`src/rtl/alu_seq_ctrl_if.sv`:
```
`default_nettype none
// ============================================================================
// Module      : alu_seq_ctrl_if
// Description : Request and strobe bundle between decode and the ALU sequencer.
// Revision    : 1.0 - initial release
// ============================================================================
interface alu_seq_ctrl_if;
    logic       start;
    logic [4:0] opcode_in;
    logic [3:0] ra_sel;
    logic [3:0] rb_sel;
    logic [3:0] rc_sel;
    logic       busy;
    logic       done;
    logic       illegal;
    logic [4:0] alu_op;
    logic [3:0] reg_sel;
    logic       rout;
    logic       rin;
    logic       yin;
    logic       zin;
    logic       zlo_out;
    logic       zhi_out;
    logic       lo_in;
    logic       hi_in;

    modport master (
        output start, opcode_in, ra_sel, rb_sel, rc_sel,
        input  busy, done, illegal, alu_op, reg_sel, rout, rin, yin, zin,
               zlo_out, zhi_out, lo_in, hi_in
    );

    modport slave (
        input  start, opcode_in, ra_sel, rb_sel, rc_sel,
        output busy, done, illegal, alu_op, reg_sel, rout, rin, yin, zin,
               zlo_out, zhi_out, lo_in, hi_in
    );
endinterface
`default_nettype wire

```
`src/rtl/alu_seq_ctrl.sv`:
```
`default_nettype none
// ============================================================================
// Module      : alu_seq_ctrl
// Description : Moore sequencer driving bus strobes for Rc <= Ra op Rb.
//               Define ALU_SEQ_MULDIV_EN to compile in mul/div sequencing.
// Revision    : 1.0 - initial release
// ============================================================================
module alu_seq_ctrl #(
    parameter int wordSize      = 32,
    parameter int MULDIV_CYCLES = 32
) (
    input  logic          clk,
    input  logic          clr,
    alu_seq_ctrl_if.slave bus
);

    if ((MULDIV_CYCLES < 1) || (wordSize < 1)) begin : g_param_check
        $error("alu_seq_ctrl: MULDIV_CYCLES and wordSize must be at least 1");
    end

    localparam logic [4:0] c_OP_MUL = 5'b00011;
    localparam logic [4:0] c_OP_DIV = 5'b00100;

    typedef enum logic [2:0] {
        S_IDLE  = 3'd0,
        S_TY    = 3'd1,
        S_EXEC  = 3'd2,
        S_WB_LO = 3'd3,
        S_DONE  = 3'd4
`ifdef ALU_SEQ_MULDIV_EN
        ,
        S_WAIT  = 3'd5,
        S_WB_HI = 3'd6
`endif
    } state_t;

    state_t     r_state;
    logic [4:0] r_op;
    logic [3:0] r_rb;
    logic [3:0] r_rc;
    logic       r_done;
    logic       r_illegal;
    logic [4:0] r_alu_op;
    logic [3:0] r_reg_sel;
    logic       r_rout;
    logic       r_rin;
    logic       r_yin;
    logic       r_zin;
    logic       r_zlo_out;

    logic w_is_muldiv_in;
    logic w_legal;

    assign w_is_muldiv_in = (bus.opcode_in == c_OP_MUL) || (bus.opcode_in == c_OP_DIV);

`ifdef ALU_SEQ_MULDIV_EN
    localparam int           c_CW       = $clog2(MULDIV_CYCLES + 1);
    localparam bit           c_MD_MULTI = (MULDIV_CYCLES > 1);
    // T_WAIT lasts MULDIV_CYCLES-1 cycles, counting the load value down to zero.
    localparam logic [c_CW-1:0] c_CNT_LOAD = c_CW'((MULDIV_CYCLES > 1) ? (MULDIV_CYCLES - 2) : 0);

    logic            r_muldiv;
    logic [c_CW-1:0] r_cnt;
    logic            r_zhi_out;
    logic            r_lo_in;
    logic            r_hi_in;

    assign w_legal = (bus.opcode_in != 5'd0) && !bus.opcode_in[4];
`else
    assign w_legal = (bus.opcode_in != 5'd0) && !bus.opcode_in[4] && !w_is_muldiv_in;
`endif

    // Outputs are registered for the state being entered, so they line up with r_state.
    always_ff @(posedge clk) begin
        if (clr) begin
            r_state   <= S_IDLE;
            r_op      <= '0;
            r_rb      <= '0;
            r_rc      <= '0;
            r_done    <= 1'b0;
            r_illegal <= 1'b0;
            r_alu_op  <= '0;
            r_reg_sel <= '0;
            r_rout    <= 1'b0;
            r_rin     <= 1'b0;
            r_yin     <= 1'b0;
            r_zin     <= 1'b0;
            r_zlo_out <= 1'b0;
`ifdef ALU_SEQ_MULDIV_EN
            r_muldiv  <= 1'b0;
            r_cnt     <= '0;
            r_zhi_out <= 1'b0;
            r_lo_in   <= 1'b0;
            r_hi_in   <= 1'b0;
`endif
        end else begin
            r_done    <= 1'b0;
            r_illegal <= 1'b0;
            r_alu_op  <= '0;
            r_reg_sel <= '0;
            r_rout    <= 1'b0;
            r_rin     <= 1'b0;
            r_yin     <= 1'b0;
            r_zin     <= 1'b0;
            r_zlo_out <= 1'b0;
`ifdef ALU_SEQ_MULDIV_EN
            r_zhi_out <= 1'b0;
            r_lo_in   <= 1'b0;
            r_hi_in   <= 1'b0;
`endif
            case (r_state)
                S_IDLE: begin
                    if (bus.start) begin
                        r_op <= bus.opcode_in;
                        r_rb <= bus.rb_sel;
                        r_rc <= bus.rc_sel;
`ifdef ALU_SEQ_MULDIV_EN
                        r_muldiv <= w_is_muldiv_in;
`endif
                        if (w_legal) begin
                            r_state   <= S_TY;
                            r_rout    <= 1'b1;
                            r_reg_sel <= bus.ra_sel;
                            r_yin     <= 1'b1;
                        end else begin
                            r_state   <= S_DONE;
                            r_done    <= 1'b1;
                            r_illegal <= 1'b1;
                        end
                    end
                end
                S_TY: begin
                    r_state   <= S_EXEC;
                    r_rout    <= 1'b1;
                    r_reg_sel <= r_rb;
                    r_alu_op  <= r_op;
`ifdef ALU_SEQ_MULDIV_EN
                    r_zin     <= !(r_muldiv && c_MD_MULTI);
`else
                    r_zin     <= 1'b1;
`endif
                end
                S_EXEC: begin
`ifdef ALU_SEQ_MULDIV_EN
                    if (r_muldiv && c_MD_MULTI) begin
                        r_state   <= S_WAIT;
                        r_cnt     <= c_CNT_LOAD;
                        r_rout    <= 1'b1;
                        r_reg_sel <= r_rb;
                        r_alu_op  <= r_op;
                        r_zin     <= (c_CNT_LOAD == '0);
                    end else begin
                        r_state   <= S_WB_LO;
                        r_zlo_out <= 1'b1;
                        if (r_muldiv) begin
                            r_lo_in <= 1'b1;
                        end else begin
                            r_rin     <= 1'b1;
                            r_reg_sel <= r_rc;
                        end
                    end
`else
                    r_state   <= S_WB_LO;
                    r_zlo_out <= 1'b1;
                    r_rin     <= 1'b1;
                    r_reg_sel <= r_rc;
`endif
                end
`ifdef ALU_SEQ_MULDIV_EN
                S_WAIT: begin
                    if (r_cnt == '0) begin
                        r_state   <= S_WB_LO;
                        r_zlo_out <= 1'b1;
                        r_lo_in   <= 1'b1;
                    end else begin
                        r_cnt     <= r_cnt - c_CW'(1);
                        r_rout    <= 1'b1;
                        r_reg_sel <= r_rb;
                        r_alu_op  <= r_op;
                        r_zin     <= (r_cnt == c_CW'(1));
                    end
                end
                S_WB_LO: begin
                    if (r_muldiv) begin
                        r_state   <= S_WB_HI;
                        r_zhi_out <= 1'b1;
                        r_hi_in   <= 1'b1;
                    end else begin
                        r_state <= S_DONE;
                        r_done  <= 1'b1;
                    end
                end
                S_WB_HI: begin
                    r_state <= S_DONE;
                    r_done  <= 1'b1;
                end
`else
                S_WB_LO: begin
                    r_state <= S_DONE;
                    r_done  <= 1'b1;
                end
`endif
                S_DONE: begin
                    r_state <= S_IDLE;
                end
                default: begin
                    r_state <= S_IDLE;
                end
            endcase
        end
    end

    assign bus.busy    = (r_state != S_IDLE);
    assign bus.done    = r_done;
    assign bus.illegal = r_illegal;
    assign bus.alu_op  = r_alu_op;
    assign bus.reg_sel = r_reg_sel;
    assign bus.rout    = r_rout;
    assign bus.rin     = r_rin;
    assign bus.yin     = r_yin;
    assign bus.zin     = r_zin;
    assign bus.zlo_out = r_zlo_out;
`ifdef ALU_SEQ_MULDIV_EN
    assign bus.zhi_out = r_zhi_out;
    assign bus.lo_in   = r_lo_in;
    assign bus.hi_in   = r_hi_in;
`else
    assign bus.zhi_out = 1'b0;
    assign bus.lo_in   = 1'b0;
    assign bus.hi_in   = 1'b0;
`endif

endmodule
`default_nettype wire

```
`src/flat_wrapper.sv`:
```
// flat-port wrapper written by rule: the top's interface ports become plain ports
module alu_seq_ctrl_flat 
#(
    parameter int wordSize      = 32,
    parameter int MULDIV_CYCLES = 32
)
  (clk, clr, bus_start, bus_opcode_in, bus_ra_sel, bus_rb_sel, bus_rc_sel, bus_busy, bus_done, bus_illegal, bus_alu_op, bus_reg_sel, bus_rout, bus_rin, bus_yin, bus_zin, bus_zlo_out, bus_zhi_out, bus_lo_in, bus_hi_in);
  alu_seq_ctrl_if bus_i ();
  input  logic clk;
  input  logic clr;
  input wire logic [$bits(bus_i.start)-1:0] bus_start;
  input wire logic [$bits(bus_i.opcode_in)-1:0] bus_opcode_in;
  input wire logic [$bits(bus_i.ra_sel)-1:0] bus_ra_sel;
  input wire logic [$bits(bus_i.rb_sel)-1:0] bus_rb_sel;
  input wire logic [$bits(bus_i.rc_sel)-1:0] bus_rc_sel;
  output wire logic [$bits(bus_i.busy)-1:0] bus_busy;
  output wire logic [$bits(bus_i.done)-1:0] bus_done;
  output wire logic [$bits(bus_i.illegal)-1:0] bus_illegal;
  output wire logic [$bits(bus_i.alu_op)-1:0] bus_alu_op;
  output wire logic [$bits(bus_i.reg_sel)-1:0] bus_reg_sel;
  output wire logic [$bits(bus_i.rout)-1:0] bus_rout;
  output wire logic [$bits(bus_i.rin)-1:0] bus_rin;
  output wire logic [$bits(bus_i.yin)-1:0] bus_yin;
  output wire logic [$bits(bus_i.zin)-1:0] bus_zin;
  output wire logic [$bits(bus_i.zlo_out)-1:0] bus_zlo_out;
  output wire logic [$bits(bus_i.zhi_out)-1:0] bus_zhi_out;
  output wire logic [$bits(bus_i.lo_in)-1:0] bus_lo_in;
  output wire logic [$bits(bus_i.hi_in)-1:0] bus_hi_in;
  assign bus_i.start = bus_start;
  assign bus_i.opcode_in = bus_opcode_in;
  assign bus_i.ra_sel = bus_ra_sel;
  assign bus_i.rb_sel = bus_rb_sel;
  assign bus_i.rc_sel = bus_rc_sel;
  assign bus_busy = bus_i.busy;
  assign bus_done = bus_i.done;
  assign bus_illegal = bus_i.illegal;
  assign bus_alu_op = bus_i.alu_op;
  assign bus_reg_sel = bus_i.reg_sel;
  assign bus_rout = bus_i.rout;
  assign bus_rin = bus_i.rin;
  assign bus_yin = bus_i.yin;
  assign bus_zin = bus_i.zin;
  assign bus_zlo_out = bus_i.zlo_out;
  assign bus_zhi_out = bus_i.zhi_out;
  assign bus_lo_in = bus_i.lo_in;
  assign bus_hi_in = bus_i.hi_in;
  alu_seq_ctrl #(.wordSize(wordSize), .MULDIV_CYCLES(MULDIV_CYCLES)) u_core (.clk(clk), .clr(clr), .bus(bus_i));
endmodule
```
`config.mk`:
```
export PLATFORM = sky130hd
export DESIGN_NAME = alu_seq_ctrl_flat
export DESIGN_NICKNAME = d
export VERILOG_FILES = /design/src/rtl/alu_seq_ctrl_if.sv /design/src/rtl/alu_seq_ctrl.sv /design/src/flat_wrapper.sv
export SDC_FILE = /design/constraint.sdc
export NUM_CORES = 1
export LEC_CHECK = 0
export ABC_AREA = 0
export CAP_MARGIN = 40
export CORE_MARGIN = 3
export CORE_UTILIZATION = 25
export DETAILED_ROUTE_END_ITERATION = 8
export PLACE_DENSITY_LB_ADDON = 0.05
export SLEW_MARGIN = 10
export SYNTH_ARGS = -nofsm -noshare
export SYNTH_HDL_FRONTEND = slang
export SYNTH_SLANG_ARGS = --single-unit
```
`constraint.sdc`:
```
create_clock -name clk -period 1.9 [get_ports clk]
set_input_delay 0.475 -clock clk [delete_from_list [all_inputs] [get_ports clk]]
set_output_delay 0.475 -clock clk [all_outputs]
set_load 0.03 [all_outputs]
```
==> results of run 1 <==
[sequential cells by signal (all words and copies together), names as in the netlist]
register,cells
u_core.bus.alu_op,5
u_core.r_op,5
u_core.bus.reg_sel,4
u_core.r_rb,4
u_core.r_rc,4
u_core.r_state,3
u_core.bus.done,1
u_core.bus.illegal,1
u_core.bus.rin,1
u_core.bus.rout,1
u_core.bus.yin,1
u_core.bus.zin,1
[power by group]
| part | total (mW) | switching, mW | internal (mW) | leakage [nW] |
|---|---|---|---|---|
| logic | 0.275 | 0.144 | 0.132 | 0.393 |
| clock network | 0.666 | 0.242 | 0.424 | 0.0612 |
| registers | 0.702 | 0.0145 | 0.688 | 0.253 |
| total | 1.64 | 0.400 | 1.24 | 0.708 |
[worst max path at each step]
stage,end,slack [ns]
floorplan,u_core.bus.reg_sel[0],0.36
global placement,u_core.bus.reg_sel[1],-0.17
detailed placement,u_core.bus.reg_sel[2],-0.16
CTS,bus_busy,0.11
global route,u_core.bus.reg_sel[2],0.003
finish,u_core.bus.reg_sel[2],0.12
[timing repair]
item                       4_1_cts  5_1_grt
hold buffers                     0        0
gates resized for setup          1        0
setup endpoints to repair        1        0
[through the flow]
stage | cells | hold WS [ns] | utilization [%] | setup WS, ns
global route | 221 | 0.472 | 41.7 | 0.00313
finish | 221 | 0.449 | 41.7 | 0.124
CTS | 221 | 0.452 | 41.7 | 0.110
floorplan | 122 | 0.432 | - | 0.362
detailed placement | 213 | 0.443 | 38.9 | -0.160
global placement | 213 | 0.441 | 38.9 | -0.169
[area by class of cell]
type	count	share of cell area (%)
Clock buffer	6	4.74
Clock inverter	2	2.01
Multi-Input combinational cell	80	26.5
Sequential cell	31	35.7
Tap cell	50	3.59
Timing Repair Buffer	52	27.5
[Yosys cell counts (all sizes together) (2+ instances only)]
cell     count  area [um^2]
dfxtp       31          621
nor2b        2         12.5
a21oi       13         65.1
nor2         3         11.3
a2111oi      4         45.0
a22oi        4         30.0
clkbuf       4         15.0
buf          7         45.0
a21o         2         15.0
nand2       27          101
nor3         3         20.0
nand3        4         20.0
and3         5         31.3
and2         3         18.8
[worst max-delay path, delay by kind of cell]
family | cells | cell delay [ns]
buf+inv | 2 | 0.70
simple gates | 2 | 0.15
compound gates | 2 | 0.62
[layer usage]
| metal | vias to the layer above | GRT usage [%] | share of wire (%) |
|---|---|---|---|
| met5 | - | 0 | 0 |
| met1 | 440 | 15.9 | 46 |
| li1 | 512 | - | - |
| met3 | 2 | 4.65 | 7.2 |
| met4 | 0 | 5.43 | 0.77 |
| met2 | 30 | 17.4 | 46 |
[kinds of logic (layout without fill, tap and decap cells)]
family / Yosys count / after routing
other: 1 / 3
AND/OR/NAND/NOR: 50 / 50
AO/OA/AOI/OAI: 27 / 27
flip-flops: 31 / 31
buffers and inverters: 11 / 60
==> flow_results.org, run 1 <==
** Final layout
- In the layout the commonest cells are 35 x clkdlybuf4s50_1, 31 x dfxtp_1, 27 x nand2_1.
- Layout filler cell count :: 434
- Most common library cell in the layout ignoring fill and taps :: clkdlybuf4s50_1
- Antenna Diode Count :: 0
- The area growth from synthesis to layout is 53.5%.
- Summing all flip-flop and latch instances after layout gives 621 um^2.
- The final layout contains 190 nets.
- Summing all multi-input logic gate instances after layout gives 460 um^2.
- Share of layout cells above drive strength 1 :: 17.0%
- The finished cells cover 1740 um^2.

** Drt
- Final WL :: 2.86 mm
- Drt first pass iters :: 4
- In the final routed layout, each cell accounts on average for 13.0 um.
- Iteration-0 DRC Markers :: 44
- Detailed routing inserted a total of 984 vias.
- DRC :: 0
- After detailed routing, the number of vias per cell comes to 4.45.
- In this run the remaining antenna-violating nets after routing total 0.

** Worst setup path
- Max stage delay on crit path :: 0.52 ns
- The number of cells on the worst reg-to-reg path is 5.
- Startpoint of the most critical setup path :: bus_opcode_in[1]
- The critical path goes through clkdlybuf4s50_1 -> nor3_1 -> a311oi_2 -> buf_4 -> nand3_1 -> a2111oi_1.
- The worst setup path is captured at a flip-flop.
- The startpoint identified for the worst register-to-register timing path is u_core.r_state[2].
- Of all nets on the critical path, the largest fanout is 6.
- For the worst setup path, the data arrival time is 1.94 ns.
- The worst setup path is launched from a primary input.
- Worst-path cell with the longest stage delay :: clkdlybuf4s50_1
- R2r endpoint :: u_core.r_rb[3]
- The critical path is of the primary input to flip-flop type.
- Required time at the endpoint of the critical path :: 2.06 ns
- Worst reg2reg setup slack :: 0.37 ns

** Logic synthesis
- Main combinational cell family by area after synthesis :: simple AND/OR/NAND/NOR gates
- Simple-gate portion of the synthesized area :: 22.5%
- Count of flip-flops with a built-in enable after synthesis :: 0
- Adder and majority cell fraction of the synthesized area :: 0%
- In the synthesized netlist the async set-or-reset flop fraction comes to 0%.
- Multiplexer share of the synthesized area :: 0%
- The average instance in the mapped netlist occupies 9.45 um^2.
- Sequential fraction of the synthesis area :: 54.7%
- Among all flip-flop cells after synthesis, the most frequent one is dfxtp_1.
- Counting flops and latches in the post-synthesis netlist gives 31.
- After technology mapping, the gate count stands at 120.
- Combined area of all synthesized cells :: 1130 um^2
- Synthesis instantiated 25 different standard cells from the library.
- Summing the areas of all xor and xnor instances in the mapped netlist gives 0% of the synthesized area.
- Synthesis warning total :: 0
- Summing the areas of all compound-gate instances in the mapped netlist gives 17.1% of the synthesized area.

** Global route
- The first global-routing pass estimated 4.73 mm of wire.
- Initial antenna violation count :: 0
- Overflow left after global routing :: 0
- All-Layer GR Usage :: 12.1%
- Maximum number of pins on one net before global-route repair :: 14
- Via count of the first global-routing pass :: 976

** STA
- Final hold violations :: 0
- Final number of max-transition violations :: 0
- For the final database, setup skew stands at 0.00615 ns.
- Minimum clock period after layout :: 1.78 ns
- Share of the clock period used by the worst path :: 93.5%
- Setup repair after global routing missed its margin :: no
- For this run, the top clock speed supported by timing is 0.563 GHz.
- Count of final setup violators :: 0
- After routing, the total negative slack on setup checks comes to 0 ns.

** Placed design
- Placed Area :: 1620 um^2
- Gp weighted congestion :: 0.726
- Count of input and output buffers :: 36
- Detailed placement finished with a half-perimeter wire length of 2.12 mm.

** Clocking
- After clock tree synthesis, the clock-pin slew on the worst setup and hold paths is 0.06 ns.
- The number of setup buffers added after CTS is 0.
- The clock passes through at most 2 buffers.
- The cell sitting at the root of the clock tree is a clkbuf_8.
- Htree depth :: 2
- TritonCTS built the clock tree.
- Number of clock sinks :: 31
- Number of buffers added by the clock tree synthesis step :: 5
- The clock reaches the later pin of the worst-skew pair after 0.28 ns.

** Floorplan
- The die covers 5380 um^2.
- Once the floorplan was initialized, standard cells occupied 27.2% of the core.
- Vertical die dimension :: 73.3 um
- # rows :: 23
- Number of top-level pins :: 40
- Area of the core :: 4170 um^2
- Chip width :: 73.3 um

** Min path
- For hold timing, the worst endpoint is u_core.r_op[0].
- Worst Hold Launch :: u_core.r_op[0]
- Worst hold path cell count :: 2
- Worst min-delay path category :: flip-flop to flip-flop

** Power and ir drop
- VDD sags by at most 309 uV.
- Total power divided by cell area :: 944 nW/um^2
- The completed layout was analyzed and its total power is 1.64 mW.
- Leakage :: 0.708 nW

** Outcome
- The flow ran to the end, and the final reports show no timing, DRC or antenna violations.

** Flow run
- Across the run, the number of max-cap violations was 0.
Power figures use the tool's default switching activity.
==> inputs of run 2 (changes only) <==
Settings changed: CORE_UTILIZATION 25 to 43.
==> run 2 against run 1 <==
  * Hold slack improved by 0.0089 ns
  * Total power fell by 19%
  * Clock power down 43%
  * Flip-flop and latch count is the same
  * Global-route usage up 3.8 points
  * First-iteration DRC count decreased by 68%
==> flow_results.org, run 2 (same netlist as run 1, synthesis figures left out) <==
** STA
- Final hold violations :: 0 (unchanged)
- Final number of max-transition violations :: 0 (unchanged)
- The final setup violation count is 0 (unchanged).
- Setup repair after global routing missed its margin :: no
- The final clock period utilization by the worst path is 96.6% (+3.2 points).
- Minimum clock period after layout :: 1.84 ns (+0.0602 ns)
- The worst setup skew after layout is 0.0123 ns (+0.00612 ns).
- Maximum clock frequency :: 0.545 GHz (-3.3%)
- The setup TNS was 0 ns (unchanged).
- The worst hold slack was 0.458 ns (+0.00890 ns).

** Outcome
- The run finished with clean final reports.

** Drt
- Routed wire per std cell :: 12.6 um (-2.7%)
- Number of vias per cell after detailed routing :: 5.20 (+17%)
- The total via count in the routed design came to 1003 (+1.9%).
- The number of DRC markers in iteration 0 was 14 (-68%).
- The number of iterations in the first detailed-routing pass came to 4 (unchanged).
- Final WL :: 2.43 mm (-15%)
- The number of DRC violations after detailed routing came to 0 (unchanged).
- The number of nets still failing antenna checks after routing came to 0 (unchanged).

** Floorplan
- The vertical die dimension is 57.3 um (-22%).
- The die area is 3290 um^2 (-39%).
- Number of top-level pins :: 40 (unchanged)
- The horizontal die dimension is 57.3 um (-22%).
- Area of the core :: 2360 um^2 (-43%)
- The number of cell rows came to 17 (-26%).
- Effective utilization at floorplan :: 48.0% (+21 points)

** Final layout
- The final net count was 185 (-2.6%).
- The top cell types in the final layout, fill and taps aside, are 35 x clkdlybuf4s50_1, 31 x dfxtp_1, 27 x nand2_1.
- The antenna diode count is 0 (unchanged).
- The fraction of final layout cells with drive strength greater than 1 came to 14.5% (-2.4 points).
- Fraction of the core area covered by cells at the end of the flow :: 68.6% (+27 points)
- Post-synthesis to final-layout area growth :: 42.8%
- The non-filler instance count after layout came to 193 (-13%).
- Leaving out fill and tap cells, the most frequent cell in the layout is clkdlybuf4s50_1.

** Worst setup path
- The top fanout value on the critical path was 2 (-4).
- The largest stage delay on the critical path was 0.36 ns (-0.16 ns).
- For this design, the slowest cell found on the critical path is or3_1.
- Depth of the most critical reg-to-reg path :: 4 (-1)
- Worst endpoint data arrival time :: 1.36 ns (-0.58 ns)
- Kind of critical path :: flip-flop to primary output
- The worst setup path is captured at a primary output.
- Required time at the endpoint of the critical path :: 1.42 ns (-0.64 ns)
- Kind of start point of the critical path :: flip-flop
- Cell breakdown of the critical path :: or3_1 -> dlygate4sd2_1

** Power and ir drop
- The worst ir drop on vdd is 500 uV (+62%).
- The total power of the final layout is 1.34 mW (-19%).
- The ratio of total power to cell area came to 827 nW/um^2 (-12%).
- Leakage :: 0.657 nW (-7.1%)

** Clocking
- The count of cells resized by post-cts repair came to 1 (unchanged).
- Hold-fix buffers at CTS :: 0 (unchanged)
- Number of clock sinks :: 31 (unchanged)
- TritonCTS clock tree :: done
- Number of buffers added by the clock tree synthesis step :: 5 (unchanged)
- The post-CTS setup-driven buffer insertion count is 0 (unchanged).
- The cell sitting at the root of the clock tree is a clkbuf_4.
- Bufs on Longest Clock Path :: 2 (unchanged)
- The H-tree depth reported by CTS was 2 (unchanged).
- The clock latency reported for the late side of the worst-skew pair came to 0.32 ns (+0.04 ns).
- The clock slew at the register clock pins of the worst setup and hold paths is 0.09 ns (+0.03 ns).

** Min path
- Worst min-delay path category :: flip-flop to flip-flop
- Worst hold path cell count :: 2 (unchanged)

** Global route
- The wire length of the first global-routing pass is 3.96 mm (-16%).
- The total track usage came to 15.8% (+3.8 points).
- Overflow left after global routing :: 0 (unchanged)
- Maximum number of pins on one net before global-route repair :: 21 (+7)
- Initial antenna violation count :: 0 (unchanged)
- The via count of the first global-routing pass was 923 (-5.4%).

** Placed design
- The final RePlAce weighted congestion is 0.803 (+11%).
- The quantity of I/O buffers inserted on ports came to 36 (unchanged).
- Cell count after placement :: 186 (-13%)
- Dpl hpwl :: 1.77 mm (-16%)

** Flow run
- The number of maximum-capacitance violations came to 0 (unchanged).
-- run 2: through the flow --
step	setup WS (ns)	cell area (um^2)
finish	0.0637	1620
global route	0.00718	1620
CTS	0.0458	1610
global placement	-0.167	1560
floorplan	0.362	1140
detailed placement	-0.194	1560
-- run 2: layout make-up --
class | instances | area (um^2)
clock buffer | 6 | 51.3
multi-input combinational | 80 | 465
clock inverter | 1 | 5.00
tap | 28 | 35.0
sequential | 31 | 621
timing repair buffer | 47 | 442
fill | 193 | 742
-- run 2: path summary, 6_finish.rpt --
| kind | slack (ns) | endpoint | startpoint |
|---|---|---|---|
| worst max-delay path | 0.06 | bus_busy | u_core.r_state[2] |
| worst max register to register | 0.37 | u_core.bus.reg_sel[1] | u_core.r_state[2] |
| worst min-delay path | 0.46 | u_core.r_rb[3] | u_core.r_rb[3] |
| worst min register to register | 0.46 | u_core.r_rb[3] | u_core.r_rb[3] |
-- run 2: routing by layer --
layer | track usage [%] | routed length [um] | up-vias | share of wire (%)
met5 | 0 | 0 | - | 0
met3 | 4.75 | 177 | 4 | 7.3
met1 | 17.7 | 983 | 463 | 40
met4 | 7.95 | 18 | 0 | 0.74
li1 | - | - | 497 | -
met2 | 27.1 | 1250 | 39 | 52
-- run 2: power by group --
| group | total (mW) | internal [mW] | switching [mW] |
|---|---|---|---|
| clock network | 0.380 | 0.171 | 0.209 |
| logic | 0.257 | 0.120 | 0.137 |
| registers | 0.702 | 0.687 | 0.0151 |
| total | 1.34 | 0.978 | 0.361 |
-- run 2: critical path, delay by kind of cell (launching register included) --
kind | cells | cell delay (ns)
DFF | 1 | 0.33
buffers and inverters | 1 | 0.36
and+or+nand+nor | 1 | 0.36
==> inputs of run 3 (changes only) <==
Settings changed: CORE_MARGIN 3 to not set, SETUP_SLACK_MARGIN set to 0.02.
==> run 3 against run 2 <==
  * Clock skew rose by 0.00093 ns
  * Via count is 3.3% lower
  * Critical endpoint is now bus_reg_sel[0]
  * Final area is 1.8% higher
==> flow_results.org, run 3 (same netlist as run 1, synthesis figures left out) <==
** STA
- Count of final setup violators :: 0 (unchanged)
- Final number of max-transition violations :: 0 (unchanged)
- Final hold violations :: 0 (unchanged)
- The post-layout minimum cycle time is 1.80 ns (-0.0389 ns).
- The maximum achievable frequency was 0.556 GHz (+2.2%).
- The final clock period utilization by the worst path came to 94.6% (-2.0 points).
- Setup repair after global routing missed its margin :: no
- Fin Clk Skew :: 0.0132 ns (+0.000928 ns)
- Tightest hold margin :: 0.457 ns (-0.00113 ns)

** Drt
- Final ANT Viol Nets :: 0 (unchanged)
- Final WL :: 2.33 mm (-4.2%)
- The average wire per cell in the routed design came to 11.7 um (-7.0%).
- The number of iterations in the first detailed-routing pass came to 4 (unchanged).
- The number of DRC violations after detailed routing was 0 (unchanged).
- Number of vias per cell after detailed routing :: 4.87 (-6.2%)
- Detailed-route via count :: 970 (-3.3%)
- The number of DRC markers in iteration 0 was 11 (-3).

** Worst setup path
- Among all stages on the critical path, the largest delay is contributed by clkdlybuf4s50_1.
- R2r endpoint :: u_core.bus.reg_sel[3]
- The top fanout value on the critical path was 1 (-1).
- Type of destination of the critical path :: primary output
- Kind of critical path :: flip-flop to primary output
- Max stage delay on crit path :: 0.67 ns (+0.31 ns)
- The number of cells on the worst reg-to-reg path came to 4 (unchanged).
- The required time at the endpoint of the critical path is 1.42 ns (about the same).
- Startpoint of the worst-slack reg-to-reg timing path :: u_core.r_state[2]
- The worst setup path is launched from a flip-flop.
- Walking the worst path, the cells encountered are clkdlybuf4s50_1.
- Worst endpoint data arrival time :: 1.32 ns (-0.04 ns)
- Buf+Inv Stages, Crit Path :: 1 (unchanged)
- On the critical path the largest part of the delay comes from buffers and inverters.
- Worst reg2reg setup slack :: 0.32 ns (-0.05 ns)

** Final layout
- The top cell types in the final layout, fill and taps aside, are 35 x clkdlybuf4s50_1, 31 x dfxtp_1, 27 x nand2_1.
- The total area of multi-input combinational cells is 460 um^2 (-1.1%).
- The core occupancy in the finished layout was 66.5% (-2.1 points).
- Compared with the post-synthesis result, the final layout area differs by 45.4%.
- Share of layout cells above drive strength 1 :: 16.0% (+1.4 points)
- The antenna diode count was 0 (unchanged).
- Register Area :: 621 um^2 (unchanged)
- Net count of the finished layout :: 188 (+1.6%)
- Most common library cell in the layout ignoring fill and taps :: clkdlybuf4s50_1
- The number of fillers in the final layout was 231 (+20%).

** Power and ir drop
- Peak ir drop on the vdd network :: 682 uV (+36%)
- Total power divided by cell area :: 840 nW/um^2 (+1.6%)
- The leakage power is 0.672 nW (+2.3%).

** Outcome
- The run finished with clean final reports.

** Min path
- In this run the most critical hold path is launched from u_core.r_op[1].
- Worst hold path cell count :: 2 (unchanged)
- The worst hold path terminates at u_core.r_op[1].
- Worst min-delay path category :: flip-flop to flip-flop

** Global route
- Initial antenna violation count :: 0 (unchanged)
- The total congestion overflow after global routing is 0 (unchanged).
- All-Layer GR Usage :: 19.3% (+3.5 points)
- The wire length of the first global-routing pass is 3.79 mm (-4.3%).
- Via count of the first global-routing pass :: 886 (-4.0%)
- Maximum number of pins on one net before global-route repair :: 13 (-38%)

** Floorplan
- The number of top-level pins is 40 (unchanged).
- Total die area :: 2850 um^2 (-13%)
- Effective utilization at floorplan :: 45.8% (-2.3 points)
- The area of the placeable core was 2480 um^2 (+4.9%).
- The number of cell rows was 18 (+1).
- The vertical die dimension is 53.3 um (-7.0%).
- Chip width :: 53.3 um (-7.0%)

** Clocking
- Bufs on Longest Clock Path :: 2 (unchanged)
- Root Driver :: clkbuf_4
- The number of clock sinks is 31 (unchanged).
- Hold-fix buffers at CTS :: 0 (unchanged)
- TritonCTS clock tree :: done
- Number of buffers added by the clock tree synthesis step :: 5 (unchanged)
- Clock-pin slew on the worst setup and hold paths :: 0.10 ns (about the same)
- The clock latency reported for the late side of the worst-skew pair was 0.32 ns (about the same).
- The H-tree depth reported by CTS is 2 (unchanged).

** Placed design
- The quantity of I/O buffers inserted on ports came to 36 (unchanged).
- Gp weighted congestion :: 0.747 (-6.9%)
- Dpl hpwl :: 1.80 mm (+1.5%)

** Flow run
- # Max-Cap Violations :: 0 (unchanged)
==> run 3: changes by cell type in the layout (fill, tap and decap cells not counted) <==
cell | before | now
clkinv_2 | 1 | 0
clkbuf_8 | 1 | 2
a2111oi_2 | 2 | 1
clkbuf_1 | 0 | 1
clkbuf_2 | 0 | 1
dlygate4sd2_1 | 1 | 0
buf_4 | 11 | 14
a2111oi_1 | 2 | 3
==> run 3: cell type report <==
type / instances / area share [%]
Clock buffer: 8 / 4.18
Multi-Input combinational cell: 80 / 27.9
Sequential cell: 31 / 37.7
Tap cell: 30 / 2.28
Timing Repair Buffer: 50 / 27.9
==> run 3: layer usage <==
layer / part of all wire [%] / global-route usage [%]
met4: 1.1 / 7.89
met5: 0 / 0
met2: 52 / 32.7
met1: 42 / 21.5
met3: 4.9 / 6.90
==> run 3: what timing repair did <==
item	in CTS	in global routing
gates resized for setup	1	2
setup buffers	0	1
setup endpoints to repair	1	3
endpoints found under the hold margin	0	0
pin swaps	0	1
==> run 3: through the flow <==
stage          area [um^2]  setup slack (ns)  std cells  power, mW  setup TNS, ns
2_1_floorplan         1140             0.362        122      0.861              0
3_3_place_gp          1580            -0.202        190      0.976          -1.49
5_1_grt               1650            0.0266        199       1.46              0
4_1_cts               1640            0.0464        198       1.40              0
6_report              1650             0.103        199       1.38              0
3_5_place_dp          1580            -0.267        190      0.981          -1.69
==> run 3: worst reg2reg max path, stage by stage (launching register included) <==
cell and delay [ns]:
dfxtp_1 0.33, buf_4 0.17, nor4b_4 0.42, nand3_1 0.15, a2111oi_1 0.40
==> run 3: worst max-delay path by stage <==
stage,depth (start not counted),from,to
finish,1,u_core.bus.reg_sel[0],bus_reg_sel[0]
global placement,5,bus_opcode_in[1],u_core.bus.reg_sel[2]
detailed placement,5,bus_opcode_in[1],u_core.bus.reg_sel[3]
CTS,2,u_core.r_state[2],bus_busy
global route,1,u_core.bus.rin,bus_zlo_out
floorplan,4,bus_opcode_in[2],u_core.bus.reg_sel[0]
==> run 3: where the power goes <==
part	switching [mW]	total [mW]	internal (mW)	leakage [nW]
Sequential	0.0156	0.703	0.687	0.253
Clock	0.203	0.421	0.218	0.0386
Combinational	0.136	0.261	0.125	0.381
Total	0.355	1.38	1.03	0.672
